[src/rtl/i2c_target_regbridge.sv]
// I2C target that bridges an external master onto the internal register bus:
// device-ID check against a register, burst reads/writes with pointer auto-increment.
`timescale 1ns/1ps
module i2c_target_regbridge #(
  parameter  int ADDR_BYTES  = 2,
  parameter  int DATA_BYTES  = 2,
  parameter  int ID_REG_ADDR = 4,
  parameter  int SYNC_STAGES = 2,
  localparam int ADDR_W      = 8 * ADDR_BYTES,
  localparam int DATA_W      = 8 * DATA_BYTES
) (
  input  logic              CLK,
  input  logic              Reset,
  input  logic              SCL,
  input  logic              iSDA,
  output logic              oSDA,
  input  logic [DATA_W-1:0] RD_DATA,
  output logic [DATA_W-1:0] WR_DATA,
  output logic [ADDR_W-1:0] ADDR,
  output logic              RNW,
  output logic              req,
  output logic              goodCRC,
  output logic              busy
);

  typedef enum logic [3:0] {
    ST_IDLE, ST_DEV_ADDR, ST_DEV_ACK, ST_REG_ADDR, ST_REG_ACK, ST_WR_DATA,
    ST_WR_ACK, ST_RD_FETCH, ST_RD_SHIFT, ST_RD_ACK, ST_WAIT_STOP
  } state_e;

  logic [SYNC_STAGES-1:0] scl_sync_q, sda_sync_q;
  logic                   scl_prev_q, sda_prev_q;
  logic                   s_scl, s_sda, scl_rise, scl_fall, start_ev, stop_ev;

  state_e              state_q, ack_next_d;
  logic [6:0]          sh_q, dev_id_q;
  logic [7:0]          rx_byte, byte_cnt_q;
  logic [3:0]          bit_cnt_q;
  logic [ADDR_W-1:0]   ptr_q, ptr_d, addr_q;
  logic [DATA_W-1:0]   wbuf_q, wbuf_d, wr_data_q, rd_sh_q;
  logic                rw_q, fetch_ph_q, nack_q, busy_q, sda_o_q, req_q, rnw_q, goodcrc_q;

  // NOTE: synchronisers reset to 1 (released bus) so leaving reset can never fake a START/STOP.
  always_ff @(posedge CLK or posedge Reset) begin
    if (Reset) begin
      scl_sync_q <= '1;
      sda_sync_q <= '1;
      scl_prev_q <= 1'b1;
      sda_prev_q <= 1'b1;
    end else begin
      scl_sync_q <= {scl_sync_q[SYNC_STAGES-2:0], SCL};
      sda_sync_q <= {sda_sync_q[SYNC_STAGES-2:0], iSDA};
      scl_prev_q <= s_scl;
      sda_prev_q <= s_sda;
    end
  end

  assign s_scl    = scl_sync_q[SYNC_STAGES-1];
  assign s_sda    = sda_sync_q[SYNC_STAGES-1];
  assign scl_rise = s_scl & ~scl_prev_q;
  assign scl_fall = ~s_scl & scl_prev_q;
  assign start_ev = s_scl & scl_prev_q & sda_prev_q & ~s_sda;
  assign stop_ev  = s_scl & scl_prev_q & ~sda_prev_q & s_sda;

  assign rx_byte = {sh_q, s_sda};
  assign ptr_d   = (ptr_q << 8) | ADDR_W'(rx_byte);
  assign wbuf_d  = (wbuf_q << 8) | DATA_W'(rx_byte);

  // Where an ACK slot leads once the master's 9th clock ends.
  always_comb begin
    ack_next_d = ST_WR_DATA;
    if (state_q == ST_DEV_ACK)
      ack_next_d = rw_q ? ST_RD_FETCH : ST_REG_ADDR;
    else if (state_q == ST_REG_ACK && byte_cnt_q != 8'(ADDR_BYTES))
      ack_next_d = ST_REG_ADDR;
  end

  always_ff @(posedge CLK or posedge Reset) begin
    if (Reset) begin
      state_q    <= ST_IDLE;
      sh_q       <= '0;
      dev_id_q   <= '0;
      bit_cnt_q  <= '0;
      byte_cnt_q <= '0;
      ptr_q      <= '0;
      wbuf_q     <= '0;
      rd_sh_q    <= '0;
      rw_q       <= 1'b0;
      fetch_ph_q <= 1'b0;
      nack_q     <= 1'b0;
      busy_q     <= 1'b0;
      sda_o_q    <= 1'b1;
      req_q      <= 1'b0;
      rnw_q      <= 1'b0;
      addr_q     <= '0;
      wr_data_q  <= '0;
      goodcrc_q  <= 1'b0;
    end else begin
      // NOTE: strobes default low here; a later assignment in the same cycle takes precedence.
      req_q     <= 1'b0;
      goodcrc_q <= 1'b0;
      if (start_ev) begin
        state_q    <= ST_DEV_ADDR;
        busy_q     <= 1'b0;
        sda_o_q    <= 1'b1;
        bit_cnt_q  <= '0;
        byte_cnt_q <= '0;
        fetch_ph_q <= 1'b0;
      end else if (stop_ev) begin
        state_q    <= ST_IDLE;
        goodcrc_q  <= busy_q & ~nack_q;
        busy_q     <= 1'b0;
        nack_q     <= 1'b0;
        sda_o_q    <= 1'b1;
        bit_cnt_q  <= '0;
        byte_cnt_q <= '0;
        fetch_ph_q <= 1'b0;
      end else begin
        case (state_q)
          ST_IDLE: begin
            req_q  <= 1'b1;
            rnw_q  <= 1'b1;
            addr_q <= ADDR_W'(ID_REG_ADDR);
            if (req_q) dev_id_q <= RD_DATA[6:0];
          end
          ST_DEV_ADDR, ST_REG_ADDR, ST_WR_DATA: begin
            if (scl_rise) begin
              sh_q      <= rx_byte[6:0];
              bit_cnt_q <= bit_cnt_q + 4'd1;
              if (bit_cnt_q == 4'd7) begin
                bit_cnt_q  <= '0;
                byte_cnt_q <= byte_cnt_q + 8'd1;
                if (state_q == ST_DEV_ADDR) begin
                  if (rx_byte[7:1] == dev_id_q) begin
                    rw_q    <= rx_byte[0];
                    state_q <= ST_DEV_ACK;
                  end else begin
                    nack_q  <= 1'b1;
                    state_q <= ST_WAIT_STOP;
                  end
                end else if (state_q == ST_REG_ADDR) begin
                  ptr_q   <= ptr_d;
                  state_q <= ST_REG_ACK;
                end else begin
                  state_q <= ST_WR_ACK;
                  if (byte_cnt_q == 8'(DATA_BYTES - 1)) begin
                    req_q      <= 1'b1;
                    rnw_q      <= 1'b0;
                    addr_q     <= ptr_q;
                    wr_data_q  <= wbuf_d;
                    ptr_q      <= ptr_q + 1'b1;
                    byte_cnt_q <= '0;
                  end else begin
                    wbuf_q <= wbuf_d;
                  end
                end
              end
            end
          end
          ST_DEV_ACK, ST_REG_ACK, ST_WR_ACK: begin
            if (scl_fall) begin
              if (sda_o_q) begin
                sda_o_q <= 1'b0;
                if (state_q == ST_DEV_ACK) busy_q <= 1'b1;
              end else begin
                sda_o_q   <= 1'b1;
                bit_cnt_q <= '0;
                state_q   <= ack_next_d;
                if (state_q == ST_DEV_ACK ||
                    (state_q == ST_REG_ACK && ack_next_d == ST_WR_DATA))
                  byte_cnt_q <= '0;
                if (ack_next_d == ST_RD_FETCH) begin
                  req_q      <= 1'b1;
                  rnw_q      <= 1'b1;
                  addr_q     <= ptr_q;
                  fetch_ph_q <= 1'b0;
                end
              end
            end
          end
          ST_RD_FETCH: begin
            if (!fetch_ph_q) begin
              fetch_ph_q <= 1'b1;
            end else begin
              fetch_ph_q <= 1'b0;
              sda_o_q    <= RD_DATA[DATA_W-1];
              rd_sh_q    <= {RD_DATA[DATA_W-2:0], 1'b0};
              ptr_q      <= ptr_q + 1'b1;
              bit_cnt_q  <= 4'd1;
              byte_cnt_q <= '0;
              state_q    <= ST_RD_SHIFT;
            end
          end
          ST_RD_SHIFT: begin
            if (scl_fall) begin
              if (bit_cnt_q == 4'd8) begin
                sda_o_q    <= 1'b1;
                byte_cnt_q <= byte_cnt_q + 8'd1;
                state_q    <= ST_RD_ACK;
              end else begin
                sda_o_q   <= rd_sh_q[DATA_W-1];
                rd_sh_q   <= rd_sh_q << 1;
                bit_cnt_q <= bit_cnt_q + 4'd1;
              end
            end
          end
          ST_RD_ACK: begin
            if (scl_rise && s_sda) begin
              state_q <= ST_WAIT_STOP;
            end else if (scl_fall) begin
              if (byte_cnt_q == 8'(DATA_BYTES)) begin
                req_q      <= 1'b1;
                rnw_q      <= 1'b1;
                addr_q     <= ptr_q;
                fetch_ph_q <= 1'b0;
                state_q    <= ST_RD_FETCH;
              end else begin
                sda_o_q   <= rd_sh_q[DATA_W-1];
                rd_sh_q   <= rd_sh_q << 1;
                bit_cnt_q <= 4'd1;
                state_q   <= ST_RD_SHIFT;
              end
            end
          end
          ST_WAIT_STOP: sda_o_q <= 1'b1;
          default:      state_q <= ST_IDLE;
        endcase
      end
    end
  end

  assign oSDA    = sda_o_q;
  assign WR_DATA = wr_data_q;
  assign ADDR    = addr_q;
  assign RNW     = rnw_q;
  assign req     = req_q;
  assign goodCRC = goodcrc_q;
  assign busy    = busy_q;

endmodule

[config.mk]
export PLATFORM = sky130hd
export DESIGN_NAME = i2c_target_regbridge
export DESIGN_NICKNAME = d
export VERILOG_FILES = /design/src/rtl/i2c_target_regbridge.sv
export SDC_FILE = /design/constraint.sdc
export NUM_CORES = 1
export LEC_CHECK = 0
export BUFFER_PORTS_ARGS = -buffer_cell sky130_fd_sc_hd__buf_2
export CAP_MARGIN = 20
export CELL_PAD_IN_SITES_DETAIL_PLACEMENT = 1
export CELL_PAD_IN_SITES_GLOBAL_PLACEMENT = 1
export CORE_ASPECT_RATIO = 1.2
export CORE_MARGIN = 3
export CORE_UTILIZATION = 50
export DETAILED_ROUTE_END_ITERATION = 10
export GPL_TIMING_DRIVEN = 0
export HOLD_SLACK_MARGIN = 0.03
export PLACE_DENSITY = 0.84
export SLEW_MARGIN = 20
export SYNTH_ARGS = -nofsm -noshare
export SYNTH_HDL_FRONTEND = slang
export SYNTH_SLANG_ARGS = --single-unit
[constraint.sdc]
create_clock -name CLK -period 5.95 [get_ports CLK]
set_input_delay 1.19 -clock CLK [delete_from_list [all_inputs] [get_ports CLK]]
set_output_delay 1.19 -clock CLK [all_outputs]
set_load 0.02 [all_outputs]
==> run metrics, run 1 <==
CP most frequent cell=clkbuf_1; reg2reg start=bit_cnt_q[0]$_DFFE_PP0P_; R2R Setup Slk=3.02 ns; flops & latches, synth=115; post-synthesis cell count=616; RSZ-0062 raised after global routing=false; post-route cell area=6980 um^2; CTS tree=yes; # DRC=0; routability cong.=approximately 0.95; max cap viols=0; Pleak=3.26 nW; Pwr per Cell Area=between 400 and 500 nW/um^2; worst hold path class=flop to flop; largest net degree at the start of global routing=76; Critical Path RT=between 6 and 7 ns; Async SR Flop Fraction=1.00; postcts setup bufs=0; Worst Tran Pin Value=0.902 ns; Net Switching=0.00115 W; Yosys Warn Count=0; clock power share=0.330; CTS Hold Bufs=0; H-tree Lvls=4; Final Max Slew Viols=0; Worst VDD drop=0.240 mV; slowest CP cell=clkbuf_1; Fill cells=1318; clock tree buffer depth=2; status=completed; Setup TNS=0 ns; register share of total power=0.340; Synth Flop Type=dfrtp_1; ranking of synthesized cells by area=dfrtp_1 46%, mux2_2 7.8%, nand2_1 5.7%, a21oi_1 3.4%, dfstp_2 3.1%; mean post-synth cell area=9.55 um^2; Routed Antenna Nets=0; Internal=0.00194 W; core area=11200 um^2; Iter 0 DRT Violations=388; Worst Setup EP=ptr_q[2]$_DFFE_PP0P_; IO Count=57; Setup CP Type=flop to flop; Final Hold Violating Endpoints=0; Die H=125 um; worst setup path startpoint=bit_cnt_q[0]$_DFFE_PP0P_; fin crit period=2.93 ns; Post-synth EDFFs=0; FF-to-FF End=ptr_q[2]$_DFFE_PP0P_; clock sinks=~120; detailed placement HPWL=12300 um; worst setup margin=3.02 ns; Synth area leader=dfrtp_1; Ant. Diodes=0; Inserted Clock Buffers=17; slew margin rel.=0.399; skew final=0.0110 ns; Worst-Skew Late Latency=0.42 ns; Clock transition at path regs=roughly 0.060 ns; CP endpoint kind=flop; first-pass GRT wire length=29800 um; logic gate share of total power=0.330; final setup vio count=0; register area=2890 um^2; Port Buffers=56; Starting Density=0.523; post-DR wirelength/cell=20.8 um; Slowest Stage Delay on Critical Path=0.48 ns; vias in the first global route=5668; sequential share of the synthesized area=0.490; post-route clock period utilization=0.493; initial antenna violation count=0; Critical Path AT=3.19 ns; post-synth top area share=0.459; total grt overflow=0; drt first pass iters=5; Vias/cell=6.10; Syn Nets=642; layout cell share with drive strength beyond 1=0.241; die footprint=approximately 13000 um^2; DP Area=6390 um^2; CTS Root Buffer Type=clkbuf_16; crit-path cells=ha_1, nand3b_1, nor2_2, nand2_1, o21ai_0, and3_1, clkbuf_1, clkbuf_1, a21oi_1; die outline width=105 um; Startpoint Class=flop; worst r2r path cells=9; total wire length=between 15000 and 20000 um; area delta synth->final=18.7%; Mapped Area=5890 um^2; final net count=~720; Sw Ratio=0.372; Post-Place Worst Slack=3.13 ns; multi-input combinational cell area=around 2700 um^2; DR vias=about 5200; total track usage=0.287; CP Max Fanout=10; fmax=341 MHz; post-CTS sizing=0; number of distinct library cells after synthesis=60; Core Rows=42
## final cells by class
| class | instances | share of cell area |
|---|---|---|
| repair buffers | 57 | 0.0441 |
| inverters | 30 | 0.0168 |
| clock inverters | 13 | 0.0215 |
| clock buffers | 19 | 0.0634 |
| multi-input cells | 436 | 0.387 |
| plain buffers | 35 | 0.0265 |
| flip-flops and latches | 115 | 0.413 |
| well taps | 154 | 0.0276 |
## power by group through the flow
stage | combinational [W] | clock, W | sequential [W]
2_1_floorplan | 0.000727 | 0 | 0.00103
6_report | 0.00102 | 0.00102 | 0.00105
3_5_place_dp | 0.000997 | 0 | 0.00106
5_1_grt | 0.00112 | 0.00107 | 0.00107
3_3_place_gp | 0.000941 | 0 | 0.00105
4_1_cts | 0.00101 | 0.00103 | 0.00105
## worst min-delay path by stage
stage | start | end | slack [ns] | cells past startpoint
floorplan | scl_sync_q[0]$_DFF_PP1_ | scl_sync_q[1]$_DFF_PP1_ | 0.35 | 0
global placement | scl_sync_q[0]$_DFF_PP1_ | scl_sync_q[1]$_DFF_PP1_ | 0.35 | 0
detailed placement | scl_sync_q[0]$_DFF_PP1_ | scl_sync_q[1]$_DFF_PP1_ | 0.35 | 0
CTS | scl_sync_q[0]$_DFF_PP1_ | scl_sync_q[1]$_DFF_PP1_ | 0.36 | 0
global route | scl_sync_q[0]$_DFF_PP1_ | scl_sync_q[1]$_DFF_PP1_ | 0.36 | 0
finish | scl_sync_q[0]$_DFF_PP1_ | scl_sync_q[1]$_DFF_PP1_ | 0.35 | 0
## cells by family after synthesis
| logic type | after synthesis | share of synthesized area |
|---|---|---|
| xor gates and xnor gates | 8 | 0.0119 |
| buffers and inverters | 65 | 0.0506 |
| adders and majority gates | 6 | 0.0128 |
| and+or+nand+nor | 226 | 0.180 |
| muxes | 57 | 0.106 |
| DFF | 115 | 0.490 |
| AOI/OAI and AO/OA | 139 | 0.148 |
## critical path: cells and delay by family (launching register included)
family,cells,cell delay (ns)
AOI/OAI and AO/OA,2,0.40
adders and majority gates,1,0.23
buffers and inverters,2,0.77
DFF,1,0.43
and+or+nand+nor,4,0.93
## flip-flops by register name (all words and copies together) (netlist names)
| register | count |
|---|---|
| busy | 1 |
| WR_DATA | 16 |
| goodCRC | 1 |
| rd_sh_q | 15 |
| rw_q | 1 |
| ADDR | 16 |
| scl_prev_q | 1 |
| wbuf_q | 8 |
| sda_prev_q | 1 |
| sda_sync_q | 2 |
| sh_q | 7 |
| state_q | 4 |
| req | 1 |
| fetch_ph_q | 1 |
| dev_id_q | 7 |
| scl_sync_q | 2 |
| bit_cnt_q | 4 |
| nack_q | 1 |
| oSDA | 1 |
| ptr_q | 16 |
| RNW | 1 |
| byte_cnt_q | 8 |
## stage by stage
step	power (W)	std cells	util	hold slack, ns
final	0.00310	859	0.621	0.355
after global routing	0.00326	859	0.621	0.357
after CTS	0.00310	859	0.621	0.357
after detailed placement	0.00206	827	0.568	0.348
after global placement	0.00199	826	0.565	0.347
after floorplan	0.00176	616	-	0.345
## routing by layer
layer | part of all wire | vias to the layer above | global-route usage
met4 | 0.028 | 0 | 0.124
met3 | 0.051 | 50 | 0.0482
met1 | 0.39 | 2649 | 0.334
li1 | - | 2335 | -
met2 | 0.53 | 204 | 0.516
met5 | 0 | - | 0
## cells in the mapped netlist, types with 3 or more instances
master,count
inv_1,30
buf_2,16
o21ai_0,36
ha_1,6
mux2i_1,16
a211o_1,3
nor2_2,3
xor2_1,4
nor2_1,47
nand2b_1,8
o31ai_1,9
dfrtp_1,108
nand2_1,90
nor3_1,10
dfstp_2,7
clkbuf_1,12
nand3_1,30
nand3b_1,3
buf_4,5
mux2_2,41
a211oi_1,3
nor4_1,3
a21oi_1,40
nand4_1,4
nor2b_1,5
and3_1,6
a31oi_1,17
nand4b_1,4
xnor2_1,4
o22ai_1,5
## placed cells by master (no fill, tap or decap), types with 8 or more instances in the layout
cell,instances
nor3_1,10
clkbuf_16,17
inv_1,29
o31ai_1,9
nand2_1,90
nor2_1,47
buf_2,72
a21oi_1,40
mux2i_1,16
o21ai_0,36
nand2b_1,8
clkbuf_1,13
dfrtp_1,108
mux2_2,41
a31oi_1,17
nand3_1,30
No activity file was read; power rests on OpenSTA's default activity.
==> run 2: changes to the inputs <==
--- a/config.mk
+++ b/config.mk
@@ -11,11 +11,11 @@
 export CELL_PAD_IN_SITES_GLOBAL_PLACEMENT = 1
 export CORE_ASPECT_RATIO = 1.2
 export CORE_MARGIN = 3
-export CORE_UTILIZATION = 50
+export CORE_UTILIZATION = 46
 export DETAILED_ROUTE_END_ITERATION = 10
 export GPL_TIMING_DRIVEN = 0
 export HOLD_SLACK_MARGIN = 0.03
-export PLACE_DENSITY = 0.84
+export PLACE_DENSITY = 0.78
 export SLEW_MARGIN = 20
 export SYNTH_ARGS = -nofsm -noshare
 export SYNTH_HDL_FRONTEND = slang
==> constraint.sdc (replaced) <==
create_clock -name CLK -period 2.99 [get_ports CLK]
set_input_delay 0.598 -clock CLK [delete_from_list [all_inputs] [get_ports CLK]]
set_output_delay 0.598 -clock CLK [all_outputs]
set_load 0.02 [all_outputs]
==> run 2 against run 1 <==
Compared with the run above: worst hold slack got worse by 0.071 ns; critical path type unchanged; final area up 0.70%; worst setup slack got worse by 2.7 ns; combinational power rose by 96%; critical path depth rose by 1; register-to-register slack lost 2.7 ns; sequential share of layout area shrank 0.29 points; sequential power grew 100%; final cell count rose by 1.0%; first-iteration DRC count increased by 6.2%; largest cell class unchanged; non-clock buffer count up 2.
==> run metrics, run 2 (synthesized netlist as in run 1, its figures left out) <==
fin crit period=2.72 ns (-0.211 ns); Critical Path RT=3.31 ns (-2.90 ns); multi-input combinational cell area=2710 um^2 (+0.28%); DR vias=5137 (-1.9%); Die H=130 um (+4.1%); largest net degree at the start of global routing=35 (-54%); Final Max Slew Viols=0 (unchanged); Core Rows=44 (+4.8%); power consumption=0.00613 W (+98%); CP Max Fanout=10 (unchanged); Net Switching=0.00228 W (+97%); Slowest Stage Delay on Critical Path=0.44 ns (-0.04 ns); RSZ-0062 raised after global routing=false; clock tree buffer depth=2 (unchanged); slew margin rel.=0.375 (-0.0235); Final Hold Violating Endpoints=0 (unchanged); status=completed; initial antenna violation count=0 (unchanged); Sw Ratio=0.371 (-0.000799); total track usage=0.260 (-0.0267); logic gate share of total power=0.327 (-0.003); Ant. Diodes=0 (unchanged); drt first pass iters=4 (-1); Starting Density=0.477 (-0.0461); core area=12300 um^2 (+9.7%); register area=2890 um^2 (unchanged); worst hold path class=primary input to flop; reg2reg start=bit_cnt_q[0]$_DFFE_PP0P_; routability cong.=0.948 (+0.26%); worst hold slack=0.284 ns (-0.0706 ns); CTS tree=yes; IO Count=57 (unchanged); register share of total power=0.344 (+0.004); Startpoint Class=flop; max cap viols=0 (unchanged); post-route clock period utilization=0.911 (+0.418); Worst VDD drop=0.491 mV (+100%); die outline width=109 um (+4.0%); Pleak=3.27 nW (+0.24%); crit-path cells=ha_1, nand3b_1, nor2_4, nand2_1, o21ai_0, and3_1, clkbuf_1, buf_2, nor2_1, a31oi_1; hold_sp=SCL; CTS Hold Bufs=0 (unchanged); Vias/cell=5.92 (-2.9%); # DRC=0 (unchanged); Iter 0 DRT Violations=412 (+6.2%); Clock transition at path regs=0.06 ns (about the same); clock power share=0.329 (about the same); Routed Antenna Nets=0 (unchanged); vias in the first global route=5452 (-3.8%); H-tree Lvls=4 (unchanged); final setup vio count=0 (unchanged); die footprint=14200 um^2 (+8.2%); worst setup margin=0.267 ns (-2.75 ns); Port Buffers=56 (unchanged); skew final=0.00940 ns (-0.00158 ns); Critical Path AT=3.04 ns (-0.15 ns); Core Util, Final=0.570 (-0.0507); fmax=367 MHz (+7.8%); layout cell share with drive strength beyond 1=0.245 (+0.00356); Inserted Clock Buffers=17 (unchanged); total wire length=17400 um (-2.8%); post-DR wirelength/cell=20.1 um (-3.8%); commonest non-fill, non-tap cell in the layout=dfrtp_1; Fill cells=1412 (+7.1%); area delta synth->final=19.5%; detailed placement HPWL=11900 um (-3.6%); worst setup path startpoint=bit_cnt_q[0]$_DFFE_PP0P_; CP endpoint kind=flop; Post-Place Worst Slack=0.163 ns (-2.97 ns); Setup TNS=0 ns (unchanged); Worst-Skew Late Latency=0.42 ns (about the same); Setup CP Type=flop to flop; total grt overflow=0 (unchanged); CTS Root Buffer Type=clkbuf_16; slowest CP cell=dfrtp_1; Pwr per Cell Area=871 nW/um^2 (+96%); Worst Tran Pin Value=0.937 ns (+0.0352 ns); Internal=0.00385 W (+98%); final net count=720 (+0.28%); first-pass GRT wire length=28600 um (-4.2%); clock sinks=115 (unchanged); leading cell types in the layout, fill and taps excluded=108 x dfrtp_1, 90 x nand2_1, 72 x buf_2
-- run 2: final timing paths --
path | to | slack, ns | cells past startpoint
worst min register to register | scl_sync_q[1]$_DFF_PP1_ | 0.36 | 0
worst min-delay path | scl_sync_q[0]$_DFF_PP1_ | 0.28 | 1
worst max register to register | ptr_q[1]$_DFFE_PP0P_ | 0.27 | 10
worst max-delay path | ptr_q[1]$_DFFE_PP0P_ | 0.27 | 10
min in group asynchronous | wbuf_q[5]$_DFFE_PP0P_ | 0.31 | 2
max in group asynchronous | scl_sync_q[0]$_DFF_PP1_ | 2.00 | 3
-- run 2: worst max-delay path: cells and delay by family (launching register included) --
family	cells	cell delay (ns)
flops	1	0.44
fa+ha+maj	1	0.23
compound gates	2	0.38
buf+inv	2	0.59
simple gates	5	0.97
-- run 2: through the flow --
step                      cells  area [um^2]
after detailed placement    836         6440
after global placement      833         6370
after floorplan             616         5890
after CTS                   868         7030
after global routing        868         7030
final                       868         7030
-- run 2: power groups by stage --
stage	logic [W]	clock network, W	registers, W
floorplan	0.00145	0	0.00206
global placement	0.00188	0	0.00209
detailed placement	0.00196	0	0.00212
CTS	0.00200	0.00206	0.00210
global route	0.00221	0.00213	0.00214
finish	0.00200	0.00202	0.00210
-- run 2: repair_timing --
action | 4_1_cts | 5_1_grt
endpoints found under the setup margin | 3 | 11
setup buffers | 0 | 0
resized for setup | 1 | 3
-- run 2: layer usage --
layer / track usage / wire length [um] / vias to the layer above
met3: 0.0490 / 698 / 51
met5: 0 / 0 / -
met4: 0.111 / 606 / 0
met2: 0.450 / 8940 / 150
met1: 0.318 / 7170 / 2588
li1: - / - / 2348
-- run 2: area by class of cell --
type,instances,area share
flip-flops and latches,115,0.410
multi-input cells,436,0.385
clock buffers,19,0.0616
repair buffers,59,0.0495
well taps,161,0.0286
plain buffers,35,0.0265
clock inverters,13,0.0217
inverters,30,0.0165
